--- config.mk ---
export PLATFORM = sky130hd
export DESIGN_NAME = adc_multilane_capture
export DESIGN_NICKNAME = d
export VERILOG_FILES = /design/src/rtl/adc_multilane_capture.sv
export SDC_FILE = /design/constraint.sdc
export NUM_CORES = 1
export LEC_CHECK = 0
export BUFFER_PORTS_ARGS = -buffer_cell sky130_fd_sc_hd__buf_2
export CAP_MARGIN = 20
export CORE_ASPECT_RATIO = 0.7
export CORE_MARGIN = 5
export CORE_UTILIZATION = 37
export CTS_CLUSTER_DIAMETER = 80
export DETAILED_ROUTE_END_ITERATION = 6
export MAX_ROUTING_LAYER = met4
export SLEW_MARGIN = 25
export SYNTH_ARGS = -nofsm -noshare
export SYNTH_HDL_FRONTEND = slang
export SYNTH_SLANG_ARGS = --single-unit
export TNS_END_PERCENT = 1
--- constraint.sdc ---
create_clock -name clk -period 7.4 [get_ports clk]
set_input_delay 1.85 -clock clk [delete_from_list [all_inputs] [get_ports clk]]
set_output_delay 1.85 -clock clk [all_outputs]
set_load 0.02 [all_outputs]
--- src/rtl/adc_multilane_capture.sv ---
// Capture controller for a simultaneous-sampling multi-lane serial ADC: drives CNV/SCK,
// deserialises every lane in the clk domain and emits each frame as one wide valid/ready word.
module adc_multilane_capture #(
    parameter int NUM_LANES = 4,
    parameter int DATA_W    = 16,
    parameter int TCNVH_CYC = 4,
    parameter int TCONV_CYC = 25,
    parameter int SCK_HALF  = 1,
    parameter int FRAME_CYC = 64,
    parameter int CNT_W     = 8
) (
    input  logic                        clk,
    input  logic                        rst,
    input  logic                        sample_en,
    input  logic                        trigger,
    input  logic                        overrun_clr,
    output logic                        cnv,
    output logic                        sck,
    input  logic [NUM_LANES-1:0]        sdo,
    output logic                        m_valid,
    input  logic                        m_ready,
    output logic [NUM_LANES*DATA_W-1:0] m_data,
    output logic                        overrun,
    output logic                        busy
);

    typedef enum logic [2:0] {IDLE, CNVH, CONV, SHIFT, WAIT} state_t;

    localparam logic [CNT_W-1:0] CNVH_LAST  = CNT_W'(TCNVH_CYC - 1);
    localparam logic [CNT_W-1:0] CONV_LAST  = CNT_W'(TCONV_CYC - 1);
    localparam logic [CNT_W-1:0] HALF_LAST  = CNT_W'(SCK_HALF - 1);
    localparam logic [CNT_W-1:0] BIT_LAST   = CNT_W'(DATA_W - 1);
    localparam logic [CNT_W-1:0] FRAME_LAST = CNT_W'((FRAME_CYC > 0) ? FRAME_CYC - 1 : 0);

    // state is kept as a named signal so checkers can bind to it directly
    state_t           state, state_n;
    logic [CNT_W-1:0] cnt, cnt_n;
    logic [CNT_W-1:0] fcnt, fcnt_n;
    logic [CNT_W-1:0] hcnt, hcnt_n;
    logic [CNT_W-1:0] bcnt, bcnt_n;
    logic             phase, phase_n;  // 0: sck high half, 1: sck low half
    logic             sample_bit;
    logic             frame_done;
    logic             load;
    logic             drop;
    logic [DATA_W-1:0] sr [NUM_LANES];

    always_comb begin
        state_n    = state;
        cnt_n      = cnt;
        hcnt_n     = hcnt;
        bcnt_n     = bcnt;
        phase_n    = phase;
        sample_bit = 1'b0;
        fcnt_n     = (fcnt == '1) ? fcnt : fcnt + 1'b1;

        case (state)
            IDLE: begin
                if (sample_en || trigger) begin
                    state_n = CNVH;
                    cnt_n   = '0;
                end
            end
            CNVH: begin
                if (cnt == CNVH_LAST) begin
                    state_n = CONV;
                    cnt_n   = '0;
                end else begin
                    cnt_n = cnt + 1'b1;
                end
            end
            CONV: begin
                if (cnt == CONV_LAST) begin
                    state_n = SHIFT;
                    hcnt_n  = '0;
                    bcnt_n  = '0;
                    phase_n = 1'b0;
                end else begin
                    cnt_n = cnt + 1'b1;
                end
            end
            SHIFT: begin
                if (hcnt == HALF_LAST) begin
                    hcnt_n  = '0;
                    phase_n = ~phase;
                    if (!phase) begin
                        sample_bit = 1'b1;
                    end else if (bcnt == BIT_LAST) begin
                        state_n = WAIT;
                    end else begin
                        bcnt_n = bcnt + 1'b1;
                    end
                end else begin
                    hcnt_n = hcnt + 1'b1;
                end
            end
            WAIT: begin
                // >= also covers a FRAME_CYC shorter than the conversion itself
                if (fcnt >= FRAME_LAST) begin
                    state_n = sample_en ? CNVH : IDLE;
                    cnt_n   = '0;
                end
            end
            default: state_n = IDLE;
        endcase

        if (state_n == CNVH && state != CNVH) begin
            fcnt_n = '0;
        end
    end

    // Handshake: a word transfers on any cycle with m_valid && m_ready; while m_valid is
    // high m_data is frozen. A new frame only loads when the slot is empty or being accepted
    // in that same cycle; otherwise the frame is discarded and overrun latches.
    assign frame_done = (state == SHIFT) && (state_n == WAIT);
    assign load       = frame_done && (!m_valid || m_ready);
    assign drop       = frame_done && m_valid && !m_ready;
    assign busy       = (state != IDLE);

    always_ff @(posedge clk or posedge rst) begin
        if (rst) begin
            state   <= IDLE;
            cnt     <= '0;
            fcnt    <= '0;
            hcnt    <= '0;
            bcnt    <= '0;
            phase   <= 1'b0;
            cnv     <= 1'b0;
            sck     <= 1'b0;
            m_valid <= 1'b0;
            m_data  <= '0;
            overrun <= 1'b0;
            for (int i = 0; i < NUM_LANES; i++) begin
                sr[i] <= '0;
            end
        end else begin
            state <= state_n;
            cnt   <= cnt_n;
            fcnt  <= fcnt_n;
            hcnt  <= hcnt_n;
            bcnt  <= bcnt_n;
            phase <= phase_n;
            cnv   <= (state_n == CNVH);
            sck   <= (state_n == SHIFT) && !phase_n;

            if (sample_bit) begin
                for (int i = 0; i < NUM_LANES; i++) begin
                    sr[i] <= {sr[i][DATA_W-2:0], sdo[i]};
                end
            end

            if (load) begin
                m_valid <= 1'b1;
                for (int i = 0; i < NUM_LANES; i++) begin
                    m_data[i*DATA_W +: DATA_W] <= sr[i];
                end
            end else if (m_valid && m_ready) begin
                m_valid <= 1'b0;
            end

            if (drop) begin
                overrun <= 1'b1;
            end else if (overrun_clr) begin
                overrun <= 1'b0;
            end
        end
    end

endmodule

==> flow_summary.ini <==
[critical_path]
max_stage_delay_ns = 0.56
critical_path_class = reg2out
crit_slowest_cell = dfrtp_1
cp_top_family = flip-flops
critPathBufInv = 1
startpoint_type = flop
worstPathRequired_ns = 5.55
crit_chain = or3_1 > buf_2
crit_path_end_kind = primary output
cp_max_fo = 14
worstPathArrival_ns = 1.59

[sta]
setup_violations = 0
max_freq_mhz = 290.6
drv_slew = 0
fin_tns_setup_ns = 0
max_slew_margin_pct = 36.03
skew_ns = 0.02089
tightest_slew_ns = 0.9595
period_needed_ns = 3.441
hold_viol = 0
rsz0062_at_grt = no
period_share_pct = 46.50

[yosys]
synth_top_area_share_pct = 57.48
synthArstFlopShare_pct = 100.0
yosys-top-cells-area = dfrtp_1 57%, mux2_4 12%, mux2_2 10%, buf_12 1.9%, o21ai_0 1.3%
synth_edf_count = 0
ys_seq_area_share_pct = 57.48
synthFlopType = dfrtp_1
synth_cell_type_count = 52
yosysTopAreaCell = dfrtp_1
syn_area_um2 = 7315
syn_avg_cell_area_um2 = 14.26
synthCells = 513
yosys_warnings = 0
syn-num-nets = 530
synth.top_cells.by_count = 168 x dfrtp_1, 68 x mux2_2, 60 x mux2_4
synth_most_common_cell = dfrtp_1
synth_seq_cells = 168

[power_and_ir_drop]
power.share.clock_pct = 49.3
p_leak_nw = 4.217
internal_power_mw = 1.437
powerDensity_nw_per_um2 = 217.6
p_switching_uw = 421.4
power_frac_comb_pct = 1.2
vdd_drop_max_uv = 154.6
p_sw_share_pct = 22.68
power_frac_seq_pct = 49.5

[clock_network]
post_cts_buffers = 0
cts_buffers = 17
clk_latency_ns = 0.43
cts_htree_levels = 4
clockRootBuffer = clkbuf_16
cts_resized = 0
clock_path_buffers = 2
path_clk_slew_ns = 0.07
clock-sinks = 168
cts_hold_buf = 0
cts_tree = yes

[global_routing]
grt_pass1_vias = 4538
antenna_found_initial = 0
grt_overflow = 0
grt_pass1_wl_um = 23450
grtUsageTotal_pct = 13.24
grt_max_degree = 107

[floorplanning]
die_h_um = 127.6
start_util_pct = 37.25
io_pins = 79
die_x_um = 178.1
die_area_um2 = 22730
rows = 43
fp.coreArea_um2 = 19640

[drt]
drc = 0
wl_per_cell_um = 15.85
wl_um = 13930
drtPass1Iterations = 4
vias_per_cell = 4.932
vias = 4335
postRouteAntennaNets = 0
drt-initial-drc-count = 332

[hold_path]
min_path_type = reg2reg

[placed_design]
place_congestion = 0.8414
dpl_cell_area_um2 = 7898
port_buffers = 78
dp_hpwl_um = 9219

[outcome]
status = completed

[final_layout]
design_area_um2 = 8539
layout-drive-gt1-share_pct = 41.71
n_antenna_cell = 0
fillCellCount = 1790
final_nets = 613
area_delta_synth_final_pct = 16.75

[job]
cap_violations = 0
-- sequential cells by signal (all words and copies together) (netlist names) --
signal,count
phase,1
sr,64
hcnt,8
cnv,1
sck,1
m_valid,1
fcnt,8
state,3
overrun,1
m_data,64
bcnt,8
cnt,8
-- layout by cell type, fill, tap and decap left out, types with 3 or more instances in the layout --
master | Yosys | final
buf_2 | 0 | 78
a21oi_1 | 11 | 11
and3_1 | 4 | 4
nor2b_1 | 3 | 3
inv_8 | 0 | 6
xnor2_1 | 4 | 4
nor3_1 | 9 | 9
o22ai_1 | 3 | 3
o41ai_1 | 5 | 5
o211ai_1 | 3 | 3
o21ai_0 | 19 | 19
a211oi_1 | 3 | 3
or4b_1 | 3 | 3
nand4_1 | 5 | 5
nor3b_1 | 3 | 3
ha_1 | 7 | 7
o31ai_1 | 3 | 3
dfrtp_1 | 168 | 168
nand2b_1 | 6 | 6
mux2_2 | 68 | 68
mux2_4 | 60 | 60
nand2_1 | 23 | 23
inv_1 | 13 | 12
clkbuf_16 | 0 | 17
nand3_1 | 13 | 12
nor2_1 | 24 | 24
-- cell families (layout without fill, tap and decap cells) --
logic type      Yosys count  after routing  synth area share (%)
compound gates           63             63                 5.987
xor+xnor                  6              6                0.7184
fa+ha+maj                 7              7                 1.197
buf+inv                  30            126                 3.096
flops                   168            168                 57.48
mux                     130            130                 23.06
simple gates            109            109                 8.467
-- cell type report --
type	instances	area [um2]	area share, %
timing repair buffer	81	432.9	5.070
tap	270	337.8	3.956
multi-input combinational	315	2897	33.92
clock buffer	18	429.2	5.026
sequential	168	4204	49.23
clock inverter	14	182.7	2.139
inverter	13	56.30	0.6593
-- power by group through the flow --
stage	combinational, mW	sequential (mW)	clock (mW)
after floorplan	0.0146	0.937	0
after detailed placement	0.0241	0.937	0
after global routing	0.0271	0.919	0.987
after global placement	0.0233	0.937	0
final	0.0222	0.920	0.916
after CTS	0.0240	0.920	0.939
-- through the flow --
step / worst slack [ns] / instances / hold WS, ns / total power [mW] / utilization, %
floorplan: 1.003 / 513 / 0.4527 / 0.9519 / -
global placement: 3.174 / 846 / 0.4736 / 0.9606 / 40.22
detailed placement: 3.133 / 846 / 0.4885 / 0.9614 / 40.22
CTS: 3.580 / 878 / 0.5036 / 1.883 / 43.33
global route: 3.863 / 879 / 0.5231 / 1.933 / 43.49
finish: 3.959 / 879 / 0.5021 / 1.858 / 43.49
-- layer usage --
metal / track usage, % / wire [um] / share of wire, % / up-vias
li1: - / - / - / 2030
met1: 17.99 / 6881 / 49 / 2179
met2: 19.37 / 6303 / 45 / 109
met3: 3.461 / 549 / 3.9 / 17
met4: 4.455 / 199 / 1.4 / 0
met5: - / 0 / 0 / -
-- path summary, 6_finish.rpt --
path,from,end,slack [ns],cells after the start
min,sr[31],m_data[47],0.50,1
min in group asynchronous,rst,sr[55],1.55,2
max in group asynchronous,rst,m_data[29],4.50,3
max reg2reg,state[0],m_data[1],4.30,6
min reg2reg,sr[31],m_data[47],0.50,1
max,state[0],busy,3.96,2
No activity file was read; power rests on OpenSTA's default activity.
